File: src/rtl/lsu_mem_stage.sv
// lsu_mem_stage: load/store unit between the EX stage and DataMemory.
// Accepts one request per handshake, forms ea = base + sext(imm12), screens
// illegal/out-of-range/misaligned requests, sequences the DataMemory access,
// and returns load data or a status code with saturating statistics counters.
// Ports:
//   clk, rst                 clock, synchronous active-low reset
//   req_*                    request handshake and operands from EX
//   resp_*                   response handshake, load data, status code
//   MemWrite .. WriteData    DataMemory control/address/data
//   ReadData                 DataMemory read data (already size-extended)
//   cnt_loads/stores/faults  saturating access counters
module lsu_mem_stage #(
  parameter int unsigned WIDTH = 32,
  parameter int unsigned DEPTH = 12,
  parameter int unsigned CNT_W = 16
) (
  input  logic             clk,
  input  logic             rst,
  input  logic             req_valid,
  output logic             req_ready,
  input  logic             req_is_store,
  input  logic [2:0]       req_funct3,
  input  logic [WIDTH-1:0] req_base,
  input  logic [11:0]      req_imm,
  input  logic [WIDTH-1:0] req_wdata,
  output logic             resp_valid,
  input  logic             resp_ready,
  output logic [WIDTH-1:0] resp_rdata,
  output logic [1:0]       resp_err,
  output logic             MemWrite,
  output logic             MemRead,
  output logic             one_byte,
  output logic             two_byte,
  output logic             four_bytes,
  output logic             unsigned_load,
  output logic [DEPTH-1:0] Address,
  output logic [WIDTH-1:0] WriteData,
  input  logic [WIDTH-1:0] ReadData,
  output logic [CNT_W-1:0] cnt_loads,
  output logic [CNT_W-1:0] cnt_stores,
  output logic [CNT_W-1:0] cnt_faults
);

  typedef enum logic [1:0] {StIdle, StAccess, StCapture, StResp} state_e;

  state_e             state_q, state_d;
  logic               is_store_q;
  logic [2:0]         funct3_q;
  logic [DEPTH-1:0]   addr_q;
  logic [WIDTH-1:0]   wdata_q;
  logic [WIDTH-1:0]   rdata_q;
  logic [1:0]         err_q;
  logic [CNT_W-1:0]   cnt_loads_q, cnt_stores_q, cnt_faults_q;

  logic [WIDTH-1:0]   ea;
  logic               accept;
  logic               illegal, out_of_range, misaligned;
  logic [1:0]         acc_err;
  logic               active;

  assign ea     = req_base + {{(WIDTH-12){req_imm[11]}}, req_imm};
  assign accept = req_valid && (state_q == StIdle);

  always_comb begin
    illegal = 1'b0;
    unique case (req_funct3)
      3'b000, 3'b001, 3'b010: illegal = 1'b0;
      3'b100, 3'b101:         illegal = req_is_store;  // no unsigned stores
      default:                illegal = 1'b1;
    endcase
    out_of_range = |ea[WIDTH-1:DEPTH];
    misaligned   = ((req_funct3[1:0] == 2'b01) && ea[0]) ||
                   ((req_funct3 == 3'b010) && (ea[1:0] != 2'b00));
    if (illegal)           acc_err = 2'b11;
    else if (out_of_range) acc_err = 2'b10;
    else if (misaligned)   acc_err = 2'b01;
    else                   acc_err = 2'b00;
  end

  always_comb begin
    state_d = state_q;
    unique case (state_q)
      StIdle:    if (req_valid) state_d = (acc_err != 2'b00) ? StResp : StAccess;
      StAccess:  state_d = is_store_q ? StResp : StCapture;
      StCapture: state_d = StResp;
      StResp:    if (resp_ready) state_d = StIdle;
      default:   state_d = StIdle;
    endcase
  end

  // Strobes are gated by rst so a reset asserted during ACCESS kills the
  // write before the DataMemory samples it at the reset edge.
  always_comb begin
    active        = rst && ((state_q == StAccess) || (state_q == StCapture));
    req_ready     = (state_q == StIdle);
    resp_valid    = (state_q == StResp);
    MemWrite      = rst && (state_q == StAccess) && is_store_q;
    MemRead       = active && !is_store_q;
    one_byte      = active && (funct3_q[1:0] == 2'b00);
    two_byte      = active && (funct3_q[1:0] == 2'b01);
    four_bytes    = active && (funct3_q[1:0] == 2'b10);
    unsigned_load = active && funct3_q[2];
  end

  always_ff @(posedge clk) begin
    if (!rst) begin
      state_q      <= StIdle;
      is_store_q   <= 1'b0;
      funct3_q     <= 3'b000;
      addr_q       <= '0;
      wdata_q      <= '0;
      rdata_q      <= '0;
      err_q        <= 2'b00;
      cnt_loads_q  <= '0;
      cnt_stores_q <= '0;
      cnt_faults_q <= '0;
    end else begin
      state_q <= state_d;
      if (accept) begin
        is_store_q <= req_is_store;
        funct3_q   <= req_funct3;
        err_q      <= acc_err;
        rdata_q    <= '0;
        if (acc_err == 2'b00) begin
          // Faulting requests leave the DataMemory-facing address/data alone.
          addr_q  <= ea[DEPTH-1:0];
          wdata_q <= req_wdata;
        end else if (~&cnt_faults_q) begin
          cnt_faults_q <= cnt_faults_q + CNT_W'(1);
        end
      end
      if ((state_q == StAccess) && is_store_q && (~&cnt_stores_q)) begin
        cnt_stores_q <= cnt_stores_q + CNT_W'(1);
      end
      if (state_q == StCapture) begin
        rdata_q <= ReadData;
        if (~&cnt_loads_q) cnt_loads_q <= cnt_loads_q + CNT_W'(1);
      end
    end
  end

  assign Address    = addr_q;
  assign WriteData  = wdata_q;
  assign resp_rdata = rdata_q;
  assign resp_err   = err_q;
  assign cnt_loads  = cnt_loads_q;
  assign cnt_stores = cnt_stores_q;
  assign cnt_faults = cnt_faults_q;

endmodule

File: config.mk
export PLATFORM = sky130hd
export DESIGN_NAME = lsu_mem_stage
export DESIGN_NICKNAME = d
export VERILOG_FILES = /design/src/rtl/lsu_mem_stage.sv
export SDC_FILE = /design/constraint.sdc
export NUM_CORES = 1
export LEC_CHECK = 0
export ABC_AREA = 1
export BUFFER_PORTS_ARGS = -buffer_cell sky130_fd_sc_hd__buf_2
export CAP_MARGIN = 20
export CELL_PAD_IN_SITES_DETAIL_PLACEMENT = 1
export CELL_PAD_IN_SITES_GLOBAL_PLACEMENT = 2
export CORE_AREA = 8 8 252 133
export CTS_CLUSTER_DIAMETER = 150
export DETAILED_ROUTE_END_ITERATION = 8
export DIE_AREA = 0 0 260 141
export PLACE_DENSITY_LB_ADDON = 0.2
export SETUP_SLACK_MARGIN = 0.5
export SYNTH_ARGS = -nofsm -noshare
export SYNTH_HDL_FRONTEND = slang
export SYNTH_SLANG_ARGS = --single-unit
File: constraint.sdc
create_clock -name clk -period 7.8 [get_ports clk]
set_input_delay 0.78 -clock clk [delete_from_list [all_inputs] [get_ports clk]]
set_output_delay 0.78 -clock clk [all_outputs]
set_load 0.03 [all_outputs]
# [Word-level counts from Yosys, hierarchy flattened]
# Cells that the tools add are included.
[totals] word_cells=74 out_inout_bits=134 in_bits=116 reg_bits=132
[op_classes] reduce_logical=34 n_addsub=4 bitwise_logic=3 n_eq_ne=12 mux=11
[ops] operator="$mux 32" count=2
[ops] operator="$add 16x1->16 const B" count=3
[ops] operator="$reduce_and 16->1" count=3
[ops] operator="$add 32x32->32" count=1
[ops] operator="$reduce_or 20->1" count=1
[ops] operator="$logic_and 1x1->1" count=13
[ops] operator="$mux 2" count=5
[ops] operator="$pmux 2 s4" count=1
[ops] operator="$eq 2x1->1 const B" count=3
[ops] operator="$eq 2x2->1 const B" count=3
[ops] operator="$eq 3x3->1 const B" count=2
[ops] operator="$logic_not 2->1" count=3
[ops] operator="$reduce_and 2->1" count=3
[ops] operator="$reduce_bool 2->1" count=3
[ops] operator="$eq 3x1->1 const B" count=1
[ops] operator="$eq 3x2->1 const B" count=1
[ops] operator="$logic_not 3->1" count=1
[ops] operator="$not 1->1" count=3
[ops] operator="$reduce_and 3->1" count=1
[ops] operator="$reduce_or 3->1" count=1
[ops] operator="$logic_not 1->1" count=2
[ops] operator="$logic_or 1x1->1" count=2
[ops] operator="$mux 1" count=2
[ops] operator="$ne 2x1->1 const B" count=1
[ops] operator="other kinds (3)" count=3

# [Longest topological paths before layout]
# Gate-level depths: netlist of the first run.
[depth] depth_word=11 mapped_depth=22 mapped_depth_nobuf=21

# [Least setup slack after synthesis of the first run]
# OpenSTA, ideal clock, no wires.
[synth_timing] path_kind="input to register" startpoint="in req_base[0]" endpoint="reg addr_q[0] (netlist: Address[0])" stages=19 arrival_time_ns=3.082 n_path_buf=2 setup_time_ns=0.064 t_required_ns=7.736 setup_slack_ns=4.654 path_cell_list="ha_1 > fa_1 > nand2_1 > nand3_1 > nand3_1 > nand2_1 > nand2_1 > nand2_1 > nand2_1 > nand2_1 > nor2_1 > nand2_1 > nor2_1 > nand4_4 > nor2_4 > buf_6 > buf_6 > nor2_1 > nor2_1"
[synth_between] elab_chain_len=9 elab_cells_between_ends=11
[synth_rtl] element="from (decl)" line="23" text="input logic [WIDTH-1:0] req_base,"
[synth_rtl] element="$add 32x32->32 (*)" line="61" text="assign ea = req_base + {{(WIDTH-12){req_imm[11]}}, req_imm};"
[synth_rtl] element="$reduce_bool 2->1" line="73" text="((req_funct3 == 3'b010) && (ea[1:0] != 2'b00));"
[synth_rtl] element="$logic_and 1x1->1" line="73"
[synth_rtl] element="$logic_or 1x1->1" line="72" text="misaligned = ((req_funct3[1:0] == 2'b01) && ea[0]) ||"
[synth_rtl] element="$mux 1" line="76" text="else if (misaligned) acc_err = 2'b01;"
[synth_rtl] element="$mux 2" line="75" text="else if (out_of_range) acc_err = 2'b10;"
[synth_rtl] element="$mux 2" line="74" text="if (illegal) acc_err = 2'b11;"
[synth_rtl] element="$logic_not 2->1" line="124" text="if (acc_err == 2'b00) begin"
[synth_rtl] element="$reduce_and 2->1 (no line)"
[synth_rtl] element="to (signal assigned)" line="126" text="addr_q <= ea[DEPTH-1:0];"
[synth_rtl] element="to (decl)" line="49" text="logic [DEPTH-1:0] addr_q;"
# Mark *: on every way between the ends. The rest lies on a longest branch, timed or not.
# A chain may end at the register's enable or synchronous reset.

# [Worst setup path in the final report of the first run]
[layout_timing] startpoint="in req_imm[11]" endpoint="reg wdata_q[18] (netlist: WriteData[18])"
[layout_between] elab_chain_len=6
[layout_rtl] element="from (decl)" line="24" text="input logic [11:0] req_imm,"
[layout_rtl] element="$add 32x32->32" line="61"
[layout_rtl] element="$reduce_or 20->1" line="71" text="out_of_range = |ea[WIDTH-1:DEPTH];"
[layout_rtl] element="$mux 2" line="75"
[layout_rtl] element="$mux 2" line="74"
[layout_rtl] element="$logic_not 2->1" line="124"
[layout_rtl] element="$reduce_and 2->1 (no line)"
[layout_rtl] element="to (signal assigned)" line="127" text="wdata_q <= req_wdata;"
[layout_rtl] element="to (decl)" line="50" text="logic [WIDTH-1:0] wdata_q;"
# No other way between the ends.

==> results of run 1 <==
cell families (layout without fill, tap and decap cells):
logic type,count (synthesis),after routing,share of synthesized area
XOR/XNOR,32,32,0.0340
adder cells (fa/ha/maj),39,39,0.0602
other,0,3,0
flip-flops,132,132,0.321
AND/OR/NAND/NOR,776,776,0.388
AO/OA/AOI/OAI,126,126,0.0789
buffers and inverters,251,501,0.118
synthesized netlist by cell type (2+ instances only):
master,n,area share
sky130_fd_sc_hd__nand3_1,90,0.055
sky130_fd_sc_hd__xnor2_1,13,0.014
sky130_fd_sc_hd__buf_6,3,0.0041
sky130_fd_sc_hd__clkinv_1,3,0.0014
sky130_fd_sc_hd__nand4_1,14,0.011
sky130_fd_sc_hd__inv_1,204,0.093
sky130_fd_sc_hd__dfxtp_1,132,0.32
sky130_fd_sc_hd__o21bai_1,2,0.0018
sky130_fd_sc_hd__and3_1,2,0.0015
sky130_fd_sc_hd__clkbuf_1,23,0.010
sky130_fd_sc_hd__nor2_2,5,0.0038
sky130_fd_sc_hd__ha_1,38,0.058
sky130_fd_sc_hd__nor3_1,26,0.016
sky130_fd_sc_hd__nor2_1,176,0.080
sky130_fd_sc_hd__nand3b_1,3,0.0027
sky130_fd_sc_hd__inv_2,6,0.0027
sky130_fd_sc_hd__buf_1,5,0.0023
sky130_fd_sc_hd__nand2_1,444,0.20
sky130_fd_sc_hd__xor2_1,19,0.020
sky130_fd_sc_hd__a21oi_1,92,0.056
sky130_fd_sc_hd__and2_1,4,0.0030
sky130_fd_sc_hd__nor3b_1,4,0.0036
sky130_fd_sc_hd__o21ai_0,26,0.016
sky130_fd_sc_hd__nor4_1,3,0.0023
sky130_fd_sc_hd__buf_2,7,0.0043
stage by stage:
step	setup slack (ns)	instance area (um^2)	util	instances
global route	2.78	10500	0.352	2007
detailed placement	2.73	9860	0.331	1972
finish	3.12	10500	0.353	2008
floorplan	4.65	8240	-	1356
global placement	2.84	9860	0.331	1972
CTS	3.20	10500	0.351	2004
power by group through the flow:
| stage | registers (mW) | logic, mW | clock network (mW) |
|---|---|---|---|
| finish | 0.769 | 0.753 | 0.839 |
| global route | 0.777 | 0.838 | 0.899 |
| CTS | 0.770 | 0.747 | 0.870 |
| detailed placement | 0.783 | 0.744 | 0 |
| global placement | 0.781 | 0.742 | 0 |
| floorplan | 0.862 | 0.404 | 0 |
worst max path at each step:
stage | endpoint
floorplan | Address[0]
global placement | WriteData[26]
detailed placement | WriteData[18]
CTS | WriteData[18]
global route | Address[2]
finish | WriteData[18]
worst reg2reg max path: cells and delay by family, from the launching register on:
kind | cells | cell delay [ns]
buffers and inverters | 3 | 1.25
adders and majority gates | 1 | 0.22
and+or+nand+nor | 5 | 1.01
DFF | 1 | 0.33
sequential cells by signal, indices dropped and copies added, names as in the netlist:
signal and cells:
Address 12, WriteData 32, cnt_faults 16, cnt_loads 16, cnt_stores 16, funct3_q 3
is_store_q 1, resp_err 2, resp_rdata 32, state_q 2
area by class of cell:
type / instances / area (um^2)
fillers: 3947 / 19300
multi-input cells: 973 / 4630
flip-flops and latches: 132 / 2640
repair buffers: 256 / 1320
inverters: 213 / 800
well taps: 399 / 499
clock buffers: 17 / 425
clock inverters: 15 / 181
diodes: 3 / 7.51
routing by layer:
metal,track usage,share of wire,vias to the layer above
met5,0,0.00094,-
met4,0.0463,0.015,6
met3,0.0481,0.067,33
met2,0.246,0.38,207
met1,0.272,0.53,4098
li1,-,-,4677
==> impl_results.md, run 1 <==
- Antenna-violating nets left: 0
- Ys Warns: 0
- Largest delay contributor family on the critical path: simple AND/OR/NAND/NOR gates
- Drt initial violations: ~540
- Sort of element at the start of the critical path: primary input
- Core area: slightly below 30000 um^2
- Chain of cells forming the critical path: buf_2, ha_1, nand2_1, nor2_1, nand2_1, clkinv_1, nand2_1, nand2_1, xor2_1, nor2_1, nand2_1, nor2_1, nand4_4, nor2_4, buf_4, nand2_1, nand2_1, nor2_1
- Register share of total power: 0.326
- Total CTS buffers: 17
- Arrival time at the worst endpoint: 4.99 ns
- Achievable Freq: between 0.2 and 0.25 GHz
- Power after layout: 2.36 mW
- Final Max Slew Viols: 0
- Post-synthesis instance area: 8240 um^2
- Post-synthesis to final-layout area growth: 27.5%
- Share of final-layout standard cells stronger than drive strength 1: 0.191
- Capture instance of the worst register-to-register path: WriteData[18]
- Worst setup startpoint: req_imm[11]
- DRC: 0
- Leak: 5.50 nW
- Average via count per standard cell: 4.49
- Clock Tree Root: sky130_fd_sc_hd__clkbuf_16
- Ports placed on the boundary: 250
- Clock Latency Late Sink: 0.43 ns
- Number of antenna violations at the first check in global routing: 5
- Hold Startpoint: funct3_q[2]
- Critical path depth in cells: 18
- Initial core utilization: 0.276
- Buffer and inverter count on the worst path: 3
- Share of power burned in combinational logic: 0.319
- RSZ-0062 raised after global routing: false
- Post-DR wirelength/cell: 16.9 um
- Wire length of the first global-routing pass: 52.2 mm
- Depth of the worst register-to-register path: 9
- Post-Route Setup TNS: 0 ns
- Number of detailed-route iterations in the first pass: 5
- Commonest non-fill, non-tap cell in the layout: sky130_fd_sc_hd__nand2_1
- CP required: 8.11 ns
- Count of cells along the worst hold path: 2
- Post-detailed-routing wire length: ~34 mm
- CTS max path bufs: 2
- Via count: 9021
- Critical Path Sink Type: flip-flop
- Total count of hold-check failures in the final report: 0
- Die Outline Area: 36700 um^2
- Post-synth EDFFs: 0
- TritonCTS clock tree: yes
- Number of hold-repair buffers added at the cts stage: 0
- Synthesized netlist net count: around 1500
- #FFs+latches synth: 132
- CP peak stage delay: 0.67 ns
- Synth unique cells: 37
- Overflow after GRT: 0
- Worst hold margin: between 0.4 and 0.5 ns
- H-tree Lvls: 4
- Max capacitance violation total: 0
- Launch point of the worst reg-to-reg path: state_q[1]
- Buffers on Ports: 249
- Number of sinks handled by clock tree synthesis: 132
- Number of gates given a new drive strength after cts: 0
- Power per standard cell area: 225 nW/um^2
- Power spent charging and discharging nets: 0.904 mW
- Worst Max-Slew Pin Slew: 0.858 ns
- Gr usage total: 0.181
- Die height: between 100 and 150 um
- Final HPWL DP: 27.5 mm
- X dimension of the die: about 260 um
- End point of the most critical hold path: funct3_q[2]
- Min cycle time layout: 4.68 ns
- Primary flip-flop cell chosen by synthesis mapping: sky130_fd_sc_hd__dfxtp_1
- Max_slew headroom: 0.427
- Peak supply drop: about 0.16 mV
- Internal Dissipation: roughly 1.5 mW
- Register area share after synthesis: 0.321
- Run status: complete, no violations
- Number of post-CTS setup repair buffers: 0
- Hold Crit Class: flip-flop to flip-flop
- CP most frequent cell: sky130_fd_sc_hd__nand2_1
- Highest-delay cell along the critical path: sky130_fd_sc_hd__buf_4
- Clock power share: 0.355
- Number of setup violations in the final report: 0
- Synthesized area divided by synthesized cell count: a little over 6 um^2
- # nets final: 1748
- Reg2reg setup slack: approximately 5 ns
- Number of standard cells after synthesis: roughly 1400
- Weighted congestion at the end of routability-driven global placement: 0.879
- Pin count of the biggest net entering global routing: 89
- Number of global-route vias before repair: ~9000
- Leading cell types in the layout, fill and taps excluded: sky130_fd_sc_hd__nand2_1, sky130_fd_sc_hd__buf_2, sky130_fd_sc_hd__inv_1, sky130_fd_sc_hd__nor2_1, sky130_fd_sc_hd__dfxtp_1
- FFs w/ async S/R, synth: 0
- Proportion of total power due to net switching: 0.383
- Max Fanout on Critical Path: 88
- FP Rows: 45
- Critical path type: primary input to flip-flop
- Final critical-path share of the clock period: 0.600
- Clock skew: between 0.01 and 0.015 ns
- Clock-pin slew on the worst setup and hold paths: 0.06 ns
(Power assumes the default switching activity.)
==> run 2: changes to the inputs <==
--- a/config.mk
+++ b/config.mk
@@ -10,10 +10,10 @@
 export CAP_MARGIN = 20
 export CELL_PAD_IN_SITES_DETAIL_PLACEMENT = 1
 export CELL_PAD_IN_SITES_GLOBAL_PLACEMENT = 2
-export CORE_AREA = 8 8 252 133
+export CORE_AREA = 8 8 271 142
 export CTS_CLUSTER_DIAMETER = 150
 export DETAILED_ROUTE_END_ITERATION = 8
-export DIE_AREA = 0 0 260 141
+export DIE_AREA = 0 0 279 150
 export PLACE_DENSITY_LB_ADDON = 0.2
 export SETUP_SLACK_MARGIN = 0.5
 export SYNTH_ARGS = -nofsm -noshare
==> constraint.sdc (replaced) <==
create_clock -name clk -period 4.3 [get_ports clk]
set_input_delay 0.43 -clock clk [delete_from_list [all_inputs] [get_ports clk]]
set_output_delay 0.43 -clock clk [all_outputs]
set_load 0.03 [all_outputs]
==> run 2 against run 1 <==
  * Sequential share of layout area down 0.43 points
  * Worst hold slack worse by 0.22 ns
  * Via count up 2.2%
  * Wire length up 8.5%
  * Total power up 82%
  * Combinational power up 85%
  * Utilization down 4.7 points
  * Global-route usage down 0.57 points
  * Sequential cell count unchanged
  * Largest cell class unchanged
==> impl_results.md, run 2 (same netlist as run 1, synthesis figures left out) <==
- FF/Latch Area: 2640 um^2 (unchanged)
- Worst hold margin: 0.239 ns (-0.219 ns)
- Gr usage total: 0.175 (-0.00569)
- Weighted congestion at the end of routability-driven global placement: 0.869 (-1.2%)
- Max_slew headroom: 0.402 (-0.0246)
- Total count of hold-check failures in the final report: 0 (unchanged)
- Leak: 5.55 nW (+0.87%)
- Number of hold-repair buffers added at the cts stage: 0 (unchanged)
- Antenna-violating nets left: 0 (unchanged)
- # nets final: 1759 (+0.63%)
- Via count: 9215 (+2.2%)
- H-tree Lvls: 4 (unchanged)
- DRC: 0 (unchanged)
- Area occupied by multi-input gates: 4620 um^2 (-0.16%)
- Buffer and inverter count on the worst path: 5 (+2)
- Critical path type: primary input to flip-flop
- Buffers on Ports: 249 (unchanged)
- Commonest non-fill, non-tap cell in the layout: sky130_fd_sc_hd__nand2_1
- Pin count of the biggest net entering global routing: 66 (-26%)
- Number of gates given a new drive strength after cts: 0 (unchanged)
- Max Fanout on Critical Path: 21 (-76%)
- Number of global-route vias before repair: 9183 (+3.5%)
- Drt initial violations: 570 (+4.8%)
- Min cycle time layout: 3.44 ns
- Initial core utilization: 0.235 (-0.0412)
- Post-Route Setup TNS: 0 ns (unchanged)
- Chain of cells forming the critical path: buf_2, ha_1, buf_4, nand2_1, inv_1, nand2_1, nand2_1, inv_1, nand2_1, a21oi_1, nand2_1, nand2_1, nand2_1, nor2_1, nand2_1, nor2_2, nand4_4, buf_4, nand2_2, nand2_1, a21oi_1
- Clock skew: 0.0117 ns (-0.00152 ns)
- Leading cell types in the layout, fill and taps excluded: sky130_fd_sc_hd__nand2_1, sky130_fd_sc_hd__buf_2, sky130_fd_sc_hd__inv_1, sky130_fd_sc_hd__nor2_1, sky130_fd_sc_hd__dfxtp_1
- CTS max path bufs: 2 (unchanged)
- TritonCTS clock tree: yes
- Final Max Slew Viols: 0 (unchanged)
- Run status: complete, no violations
- Power after layout: 4.30 mW (+82%)
- Wire length of the first global-routing pass: 56.6 mm (+8.5%)
- Max capacitance violation total: 0 (unchanged)
- Arrival time at the worst endpoint: 3.80 ns (-1.19 ns)
- Final HPWL DP: 30.6 mm (+11%)
- Clock Tree Root: sky130_fd_sc_hd__clkbuf_16
- Total CTS buffers: 17 (unchanged)
- FP Rows: 49 (+8.9%)
- Post-DR wirelength/cell: 17.5 um (+3.7%)
- Hold Crit Class: primary input to flip-flop
- Fillers: 4580 (+16%)
- Die height: 150 um (+6.4%)
- Number of sinks handled by clock tree synthesis: 132 (unchanged)
- Achievable Freq: 0.291 GHz
- Clock-pin slew on the worst setup and hold paths: 0.07 ns (about the same)
- Final critical-path share of the clock period: 0.800
- Peak supply drop: 0.231 mV (+45%)
- Number of setup violations in the final report: 0 (unchanged)
- Clock Latency Late Sink: 0.43 ns (about the same)
- Average via count per standard cell: 4.38 (-2.4%)
- Die Outline Area: 41900 um^2 (+14%)
- Number of detailed-route iterations in the first pass: 5 (unchanged)
- Number of post-CTS setup repair buffers: 0 (unchanged)
- Post-synthesis to final-layout area growth: 29.7%
- Post-detailed-routing wire length: 36.8 mm (+8.5%)
- Largest delay contributor family on the critical path: simple AND/OR/NAND/NOR gates
- Power per standard cell area: 402 nW/um^2 (+79%)
- Sort of element at the start of the critical path: primary input
- Core area: 35000 um^2 (+18%)
- CP peak stage delay: 0.38 ns (-0.29 ns)
- CP most frequent cell: sky130_fd_sc_hd__nand2_1
- CP required: 4.66 ns (-3.45 ns)
- Number of antenna violations at the first check in global routing: 1 (-4)
- Worst Max-Slew Pin Slew: 0.895 ns (+0.0367 ns)
- Critical Path Sink Type: flip-flop
- Ports placed on the boundary: 250 (unchanged)
- Overflow after GRT: 0 (unchanged)
- Share of final-layout standard cells stronger than drive strength 1: 0.195 (+0.00427)
- RSZ-0062 raised after global routing: false
- X dimension of the die: 279 um (+7.3%)
- Highest-delay cell along the critical path: sky130_fd_sc_hd__buf_2
## run 2: report_power, final
part           total (mW)  internal [mW]  leakage [nW]  switching [mW]
logic                1.39          0.386          4.19            1.01
clock network        1.51          0.873         0.286           0.636
registers            1.40           1.32          1.07          0.0733
total                4.30           2.58          5.55            1.72
## run 2: final cells by class
cell class                      instances  area share
Antenna cell                            1    0.000234
Clock inverter                         14      0.0157
Multi-Input combinational cell        973       0.432
Timing Repair Buffer                  267       0.133
Tap cell                              484      0.0567
Inverter                              213      0.0748
Sequential cell                       132       0.247
Clock buffer                           18      0.0402
## run 2: path summary, 6_finish.rpt
kind         slack, ns            from             end  depth (start not counted)
max               0.86     req_imm[11]   cnt_faults[6]                         21
max reg2reg       1.74      state_q[0]   cnt_loads[15]                         11
min               0.24    ReadData[21]  resp_rdata[21]                          3
min reg2reg       0.47  cnt_stores[13]  cnt_stores[13]                          2
## run 2: worst reg2reg max path, cell delays in order (launching register included)
cell and delay, ns:
sky130_fd_sc_hd__dfxtp_1 0.37, sky130_fd_sc_hd__inv_1 0.10, sky130_fd_sc_hd__ha_1 0.57, sky130_fd_sc_hd__nand2_1 0.32, sky130_fd_sc_hd__nor2_1 0.27, sky130_fd_sc_hd__nand2_1 0.12, sky130_fd_sc_hd__nor2_1 0.15, sky130_fd_sc_hd__nand3_1 0.11
sky130_fd_sc_hd__nor2_1 0.14, sky130_fd_sc_hd__nand2_1 0.09, sky130_fd_sc_hd__o21ai_0 0.15, sky130_fd_sc_hd__a21oi_1 0.06
## run 2: per-stage QoR
stage	util	cell area, um^2	setup WS, ns	std cells
detailed placement	0.288	10100	0.469	2069
global route	0.305	10700	0.566	2101
floorplan	-	8240	1.50	1356
CTS	0.305	10700	0.926	2101
global placement	0.288	10100	0.541	2069
finish	0.305	10700	0.860	2102
## run 2: routing by layer
layer,GRT usage,up-vias,share of wire
li1,-,4709,-
met1,0.271,4265,0.55
met2,0.232,225,0.37
met3,0.0553,14,0.074
met4,0.0244,2,0.0043
met5,0,-,0.00033
